$ cat src/rtl/inst_fetch_queue.sv
// ---------------------------------------------------------------------------
// inst_fetch_queue
//   Instruction prefetch queue that sits between the instruction ROM and the
//   IF/ID pipeline register. It drives the ROM word address, captures
//   {pc, inst} pairs into a circular FIFO, and presents the oldest entry to
//   decode through a valid/ready handshake. Fetch can run ahead while decode
//   is stalled. A branch/jump redirect (flush) discards all queued entries and
//   restarts fetch at the redirect address.
//
// Ports
//   clk           in   rising-edge clock
//   resetIn       in   asynchronous, active-high reset
//   enable        in   fetch permitted this cycle (gates push only)
//   flush         in   redirect request, discards all queued entries
//   redirectAddr  in   new fetch address, sampled when flush=1
//   romAddr       out  word address to the combinational ROM
//   romInst       in   ROM data for romAddr (same cycle)
//   deqReady      in   decode accepts the head entry this cycle
//   deqValid      out  head entry valid (= !empty)
//   deqInst       out  head instruction (0 when empty)
//   deqAddr       out  head instruction address (0 when empty)
//   count         out  number of occupied entries
//   full          out  count == DEPTH
//   empty         out  count == 0
// ---------------------------------------------------------------------------
module inst_fetch_queue #(
  parameter int DATA_W     = 32,
  parameter int ADDR_W     = 6,
  parameter int DEPTH      = 4,
  parameter int RESET_ADDR = 0
) (
  input  logic                       clk,
  input  logic                       resetIn,
  input  logic                       enable,
  input  logic                       flush,
  input  logic [ADDR_W-1:0]          redirectAddr,
  output logic [ADDR_W-1:0]          romAddr,
  input  logic [DATA_W-1:0]          romInst,
  input  logic                       deqReady,
  output logic                       deqValid,
  output logic [DATA_W-1:0]          deqInst,
  output logic [ADDR_W-1:0]          deqAddr,
  output logic [$clog2(DEPTH):0]     count,
  output logic                       full,
  output logic                       empty
);

  localparam int                PTR_W    = $clog2(DEPTH);
  localparam int                CNT_W    = PTR_W + 1;
  localparam logic [ADDR_W-1:0] RESET_PC = ADDR_W'(RESET_ADDR);
  localparam logic [CNT_W-1:0]  CNT_FULL = CNT_W'(DEPTH);

  logic [ADDR_W-1:0] fetch_pc;
  logic [PTR_W-1:0]  rd_ptr;
  logic [PTR_W-1:0]  wr_ptr;
  logic [CNT_W-1:0]  occ;
  logic [ADDR_W-1:0] mem_addr [DEPTH];
  logic [DATA_W-1:0] mem_inst [DEPTH];
  logic              pop;
  logic              push;

  assign empty    = (occ == '0);
  assign full     = (occ == CNT_FULL);
  assign count    = occ;
  assign deqValid = !empty;
  assign romAddr  = fetch_pc;

  // A pop frees a slot in the same cycle, so a full queue can still accept
  // a new fetch while decode is draining it.
  assign pop  = deqValid & deqReady;
  assign push = enable & !flush & (!full | pop);

  // Head is read combinationally; forced to zero when nothing is queued so
  // decode never sees stale entries.
  assign deqAddr = empty ? '0 : mem_addr[rd_ptr];
  assign deqInst = empty ? '0 : mem_inst[rd_ptr];

  // Control state: pointers, occupancy and fetch PC. Flush overrides both
  // push and pop and restarts the queue from slot 0.
  always_ff @(posedge clk or posedge resetIn) begin
    if (resetIn) begin
      fetch_pc <= RESET_PC;
      rd_ptr   <= '0;
      wr_ptr   <= '0;
      occ      <= '0;
    end else if (flush) begin
      fetch_pc <= redirectAddr;
      rd_ptr   <= '0;
      wr_ptr   <= '0;
      occ      <= '0;
    end else begin
      if (push) begin
        wr_ptr   <= wr_ptr + PTR_W'(1);
        fetch_pc <= fetch_pc + ADDR_W'(1);
      end
      if (pop) begin
        rd_ptr <= rd_ptr + PTR_W'(1);
      end
      case ({push, pop})
        2'b10:   occ <= occ + CNT_W'(1);
        2'b01:   occ <= occ - CNT_W'(1);
        default: occ <= occ;
      endcase
    end
  end

  // Queue storage carries data only and needs no reset; occupancy gates
  // every read of it.
  always_ff @(posedge clk) begin
    if (push) begin
      mem_addr[wr_ptr] <= fetch_pc;
      mem_inst[wr_ptr] <= romInst;
    end
  end

endmodule
$ cat config.mk
export PLATFORM = sky130hd
export DESIGN_NAME = inst_fetch_queue
export DESIGN_NICKNAME = d
export VERILOG_FILES = /design/src/rtl/inst_fetch_queue.sv
export SDC_FILE = /design/constraint.sdc
export NUM_CORES = 1
export LEC_CHECK = 0
export BUFFER_PORTS_ARGS = -buffer_cell sky130_fd_sc_hd__buf_2
export CORE_ASPECT_RATIO = 0.7
export CORE_MARGIN = 2
export CORE_UTILIZATION = 50
export DETAILED_ROUTE_END_ITERATION = 10
export PLACE_DENSITY = 0.71
export RECOVER_POWER = 100
export SYNTH_ARGS = -nofsm -noshare
export SYNTH_HDL_FRONTEND = slang
export SYNTH_SLANG_ARGS = --single-unit
$ cat constraint.sdc
create_clock -name clk -period 5.3 [get_ports clk]
set_clock_uncertainty 0.1 [all_clocks]
set_input_delay 1.06 -clock clk [delete_from_list [all_inputs] [get_ports clk]]
set_output_delay 1.06 -clock clk [all_outputs]
set_load 0.01 [all_outputs]
* Yosys cells after proc, flatten, opt, wreduce, memory -nomap -nowiden
Memories as Yosys holds them, arrays and structs flattened.
Cells that the tools add are included.
** Cells by class
- Bitwise operators :: 4
- Mux-type cells :: 12
- Equality and inequality tests :: 3
- $add $sub $neg :: 5
- Reductions and logical operators :: 7
** Operators by type and width (number)
- two-way mux 32 bit :: 1
- two-way mux 6 bit :: 3
- two-way mux 2 bit :: 4
- adder 6 x 1 -> 6 bit, second input constant :: 1
- case mux 3 bit (2 select lines) :: 1
- adder 2 x 1 -> 2 bit, second input constant :: 2
- nonzero test 2 bit :: 2
- adder 3 x 1 -> 3 bit, second input constant :: 1
- bitwise AND 1 bit :: 3
- equality test 3 bit, second input constant :: 1
- zero test 1 bit :: 3
- zero test 3 bit :: 1
- two-way mux 3 bit :: 1
- nonzero test 3 bit :: 1
- subtractor 3 x 1 -> 3 bit, second input constant :: 1
- equality test 2 x 1 -> 1 bit, second input constant :: 1
- equality test 2 bit, second input constant :: 1
- two-way mux 1 bit :: 2
- OR 1 bit :: 1
** Word-level totals
- Logic and storage cells :: 37
- Input bits :: 43
- Bits in registers :: 13
- Bits in writable memories :: 152
- Memories kept :: 2
** Memory list
- mem_inst :: words 4, width 32, read ports 1, clocked after memory_dff 0, write ports 1, line 58 : logic [DATA_W-1:0] mem_inst [DEPTH];
- mem_addr :: words 4, width 6, read ports 1, clocked after memory_dff 0, write ports 1, line 57 : logic [ADDR_W-1:0] mem_addr [DEPTH];

* Logic depth before layout (Yosys ltp)
- Depth in word-level cells :: 8
- Gate-level depth with buffers :: 7
- Gate-level depth less buffers :: 7

* Worst setup path after synthesis
OpenSTA, ideal clock, no wires.
- Path type :: input -> register
- Start point :: input flush
- End point :: memory mem_addr[0][0], enable pin
- Path slack :: 2.410 ns
- Data arrival time :: 2.391 ns
- Stages on the path :: 3
- Data required time :: 4.801 ns
- Cell sequence :: buf_4 nor2_1 and3_1
** Between the ends
- Word-level cells in the longest chain between the ends :: 5
** Ends and longest elaborated chain
- start: declaration :: line 35 : input logic flush,
- zero test 1 bit :: line 71 : assign push = enable & !flush & (!full | pop);
- bitwise AND 1 bit (2 in series) :: line 71
- two-way mux 1 bit :: line 110 : if (push) begin
- two-way mux 1 bit (implied by the code) :: line 111 : mem_addr[wr_ptr] <= fetch_pc;
- end: declaration :: line 57
No other way between the ends.

* Worst setup path after layout
- Start point :: register rd_ptr[0]
- End point :: output deqInst[11]
** Between the ends
- Word-level cells in the longest chain between the ends :: 2
** Ends and longest elaborated chain
- start: declaration :: line 54 : logic [PTR_W-1:0] rd_ptr;
- start signal: assignment :: line 97 : rd_ptr <= rd_ptr + PTR_W'(1);
- memory (4 x 32 bit)
- two-way mux 32 bit :: line 76 : assign deqInst = empty ? '0 : mem_inst[rd_ptr];
- end: declaration :: line 41 : output logic [DATA_W-1:0] deqInst,
No other way between the ends.

==> impl_results.md <==
* Status: finished, violations left
* Failing checks: capacitance limit, slew limit
* WP data required at about 4100 ps
* Non-filler instance count after layout at 619
* Slew at the pin with the worst max-slew slack at between 2000 and 2500 ps
* Critical path's largest stage delay at 1210 ps
* Wire per inst at around 20 um
* Share of layout cells above drive strength 1 at 0.1965
* Period utilization at 0.7989
* Post-CTS sizing at 0
* Latest clock arrival within the worst-skew pair at 430 ps
* Setup Buffers After CTS at 0
* Mapped Cells at 348
* Die Y at 101.0 um
* Mapped cell area at 6719 um2
* Multi-input gate area at 1629 um2
* Min Tclk post-route at 4234 ps
* Register Area at between 4000 and 5000 um2
* Placer Congestion at slightly above 0.7
* CP Launch Type: register
* Max_slew headroom at -0.3542
* Mean Syn Cell Area at 19.31 um2
* Reg clk slew, reported paths at 70 ps
* Critical path arrival at 3070 ps
* GRT Overall Usage at 0.1836
* Total CTS buffers at 17
* Crit path kind: register to primary output
* Yosys warning total at 0
* Synth cell types at 40
* Largest net degree at the start of global routing at 40
* Placed cell count at 587
* CTS tree: done
* Total power at between 3 and 4 mW
* Residual DRC at 0
* Hold depth at 2
* Slew Viols, Final at ~160
* CP max-delay cell: dfrtp_1
* Post-DP HPWL at around 7100 um
* Count of buffers from port buffering at 92
* H-tree Lvls at 4
* Drt total wl at about 12,000 um
* Setup crit end kind: primary output
* RSZ-0062 raised after global routing: no
* Yosys reg bits at approximately 170
* CP top delay family: flip-flops
* Worst R2R Path Depth at 2
* Crit-path cells: buf_4, mux4_2, nor2b_1, clkbuf_1
* R2R setup slack at ~2300 ps
* Seq/Total Area, Yosys at 0.7277
* Hold Fails Final Rpt at 0
* FMAX at 236.2 MHz
* HP Class: register to register
* Via density at roughly 5.6
* Count of final setup violators at 0
* Pwr/cell area at 412.0 nW/um2
* FF-to-FF End: mem_inst[1][20]
* Antenna Nets Post-Route at 0
* Antenna cell count at 0
* Die X at between 100 and 150 um
* Area delta synth->final at 14.93%
* Antenna violations before repair at 0
* VDD IR max at 0.0002480 V
* Hold_buf cts at 0
* Static Leakage at 2.466 nW
* GR Overflow Total at 0
* Final setup TNS at 0 ps
* Number of fillers in the final layout at around 1.0k
* Hold path start: wr_ptr[0]
* Max FO, Critical Path at 22
* Clk sinks at 165
* Hold EP: wr_ptr[0]
* Initial Utilization at 0.5114
* Reg2reg start: count[0]
* Clock buffer depth at 2
* Nets at 489
* Final hold slack at 508.7 ps
* Net count after synthesis at 397
* I/O Pins at 93
* Vias in the first global route at 3,577
* Vias at 3,462
* CTS root buf: clkbuf_16
* Initial DRC count at 280
* Core box area at around 13,000 um2
* Drt pass-1 iters at 4
* First-pass GRT wire length at 19,110 um
* Die area at ~14,000 um2
* Bufs and invs on worst path at 2
* Max-Cap Viols at 4
* # rows at 35
## cell type report
class	count	area share
Multi-Input combinational cell	152	0.2110
Clock inverter	15	0.02025
Tap cell	166	0.02690
Timing Repair Buffer	94	0.04861
Inverter	10	0.004861
Clock buffer	17	0.05509
Sequential cell	165	0.6333
## cells in the mapped netlist (all sizes together)
library cell	count	area [um2]
a21o	1	7.510
nand4	2	12.51
and3	4	25.02
nand3	8	40.04
inv	9	33.78
buf	15	140.1
dfrtp	13	325.3
or2	1	6.260
a311oi	1	8.760
clkinv	1	3.750
mux4	38	855.8
or3b	1	8.760
o2111ai	2	17.52
nor2b	39	244.0
o21ai	6	30.03
and4bb	1	12.51
a31oi	4	25.02
a21oi	4	20.02
edfxtp	152	4564
or4	3	22.52
nor2	10	37.54
or4b	2	20.02
nand2	3	11.26
nand3b	1	7.510
ha	5	62.56
xor2	3	26.28
xnor2	1	8.760
a22oi	1	7.510
or3	1	6.260
fa	1	20.02
a211oi	1	7.510
clkbuf	6	22.52
o211ai	1	7.510
nor4b	1	23.77
o311ai	1	8.760
nor3	2	15.01
o31ai	3	22.52
## registers in the layout, indices dropped and copies added, names as in the netlist
| name | flops |
|---|---|
| rd_ptr | 2 |
| mem_inst | 128 |
| mem_addr | 24 |
| romAddr | 6 |
| wr_ptr | 2 |
| count | 3 |
## cell families (layout without fill, tap and decap cells)
| logic type | count (synthesis) | in the layout | synth area share |
|---|---|---|---|
| fa+ha+maj | 6 | 6 | 0.01229 |
| mux | 38 | 38 | 0.1274 |
| compound gates | 25 | 25 | 0.02421 |
| simple gates | 79 | 79 | 0.07337 |
| xor+xnor | 4 | 4 | 0.005215 |
| flops | 165 | 165 | 0.7277 |
| buf+inv | 31 | 136 | 0.02979 |
## cell usage in the layout (no fill, tap or decap), types with 3 or more instances in the layout
master and count:
nand3_1 8, nor2_1 10, dfrtp_1 12, clkbuf_1 80, inv_6 3, clkbuf_16 17
a21oi_1 4, mux4_2 38, nand2_1 3, ha_1 5, xor2_1 3, buf_2 12
a31oi_1 4, o21ai_0 6, and3_1 4, inv_1 9, edfxtp_1 152, nor2b_1 39
or4_1 3, inv_8 8, o31ai_1 3
## worst max-delay path by stage
stage | start | to | slack, ps | cells past startpoint
2_1_floorplan | flush | mem_addr[0][0] | 2410 | 3
3_3_place_gp | rd_ptr[0] | deqAddr[2] | 1890 | 4
3_5_place_dp | rd_ptr[0] | deqAddr[2] | 1860 | 4
4_1_cts | rd_ptr[0] | deqInst[11] | 1390 | 4
5_1_grt | rd_ptr[0] | deqAddr[2] | 730 | 4
6_report | rd_ptr[0] | deqInst[11] | 1070 | 4
## power by group
| part | internal (mW) | switching [mW] | leakage (nW) |
|---|---|---|---|
| registers | 1.48 | 0.0635 | 1.54 |
| clock network | 0.633 | 0.564 | 0.283 |
| logic | 0.202 | 0.243 | 0.642 |
## tightest hold or removal path, cell delays in order (launching register included)
cell and delay (ps):
dfrtp_1 420, o21ai_0 90, a21oi_1 60
## stage by stage
step	instance area, um2	setup slack (ps)	util
after global routing	7722	726.3	0.5878
after global placement	7253	1888	0.5521
after CTS	7835	1394	0.5964
after detailed placement	7253	1858	0.5521
after floorplan	6719	2410	-
final	7722	1066	0.5878
## per-layer routing
metal / track usage / vias up / part of all wire
met5: 0 / - / 0
met4: 0.06321 / 0 / 0.011
met3: 0.06271 / 12 / 0.054
met2: 0.2984 / 87 / 0.49
met1: 0.2344 / 1785 / 0.44
li1: - / 1578 / -
Note: power is estimated with default switching activity, not from simulation.
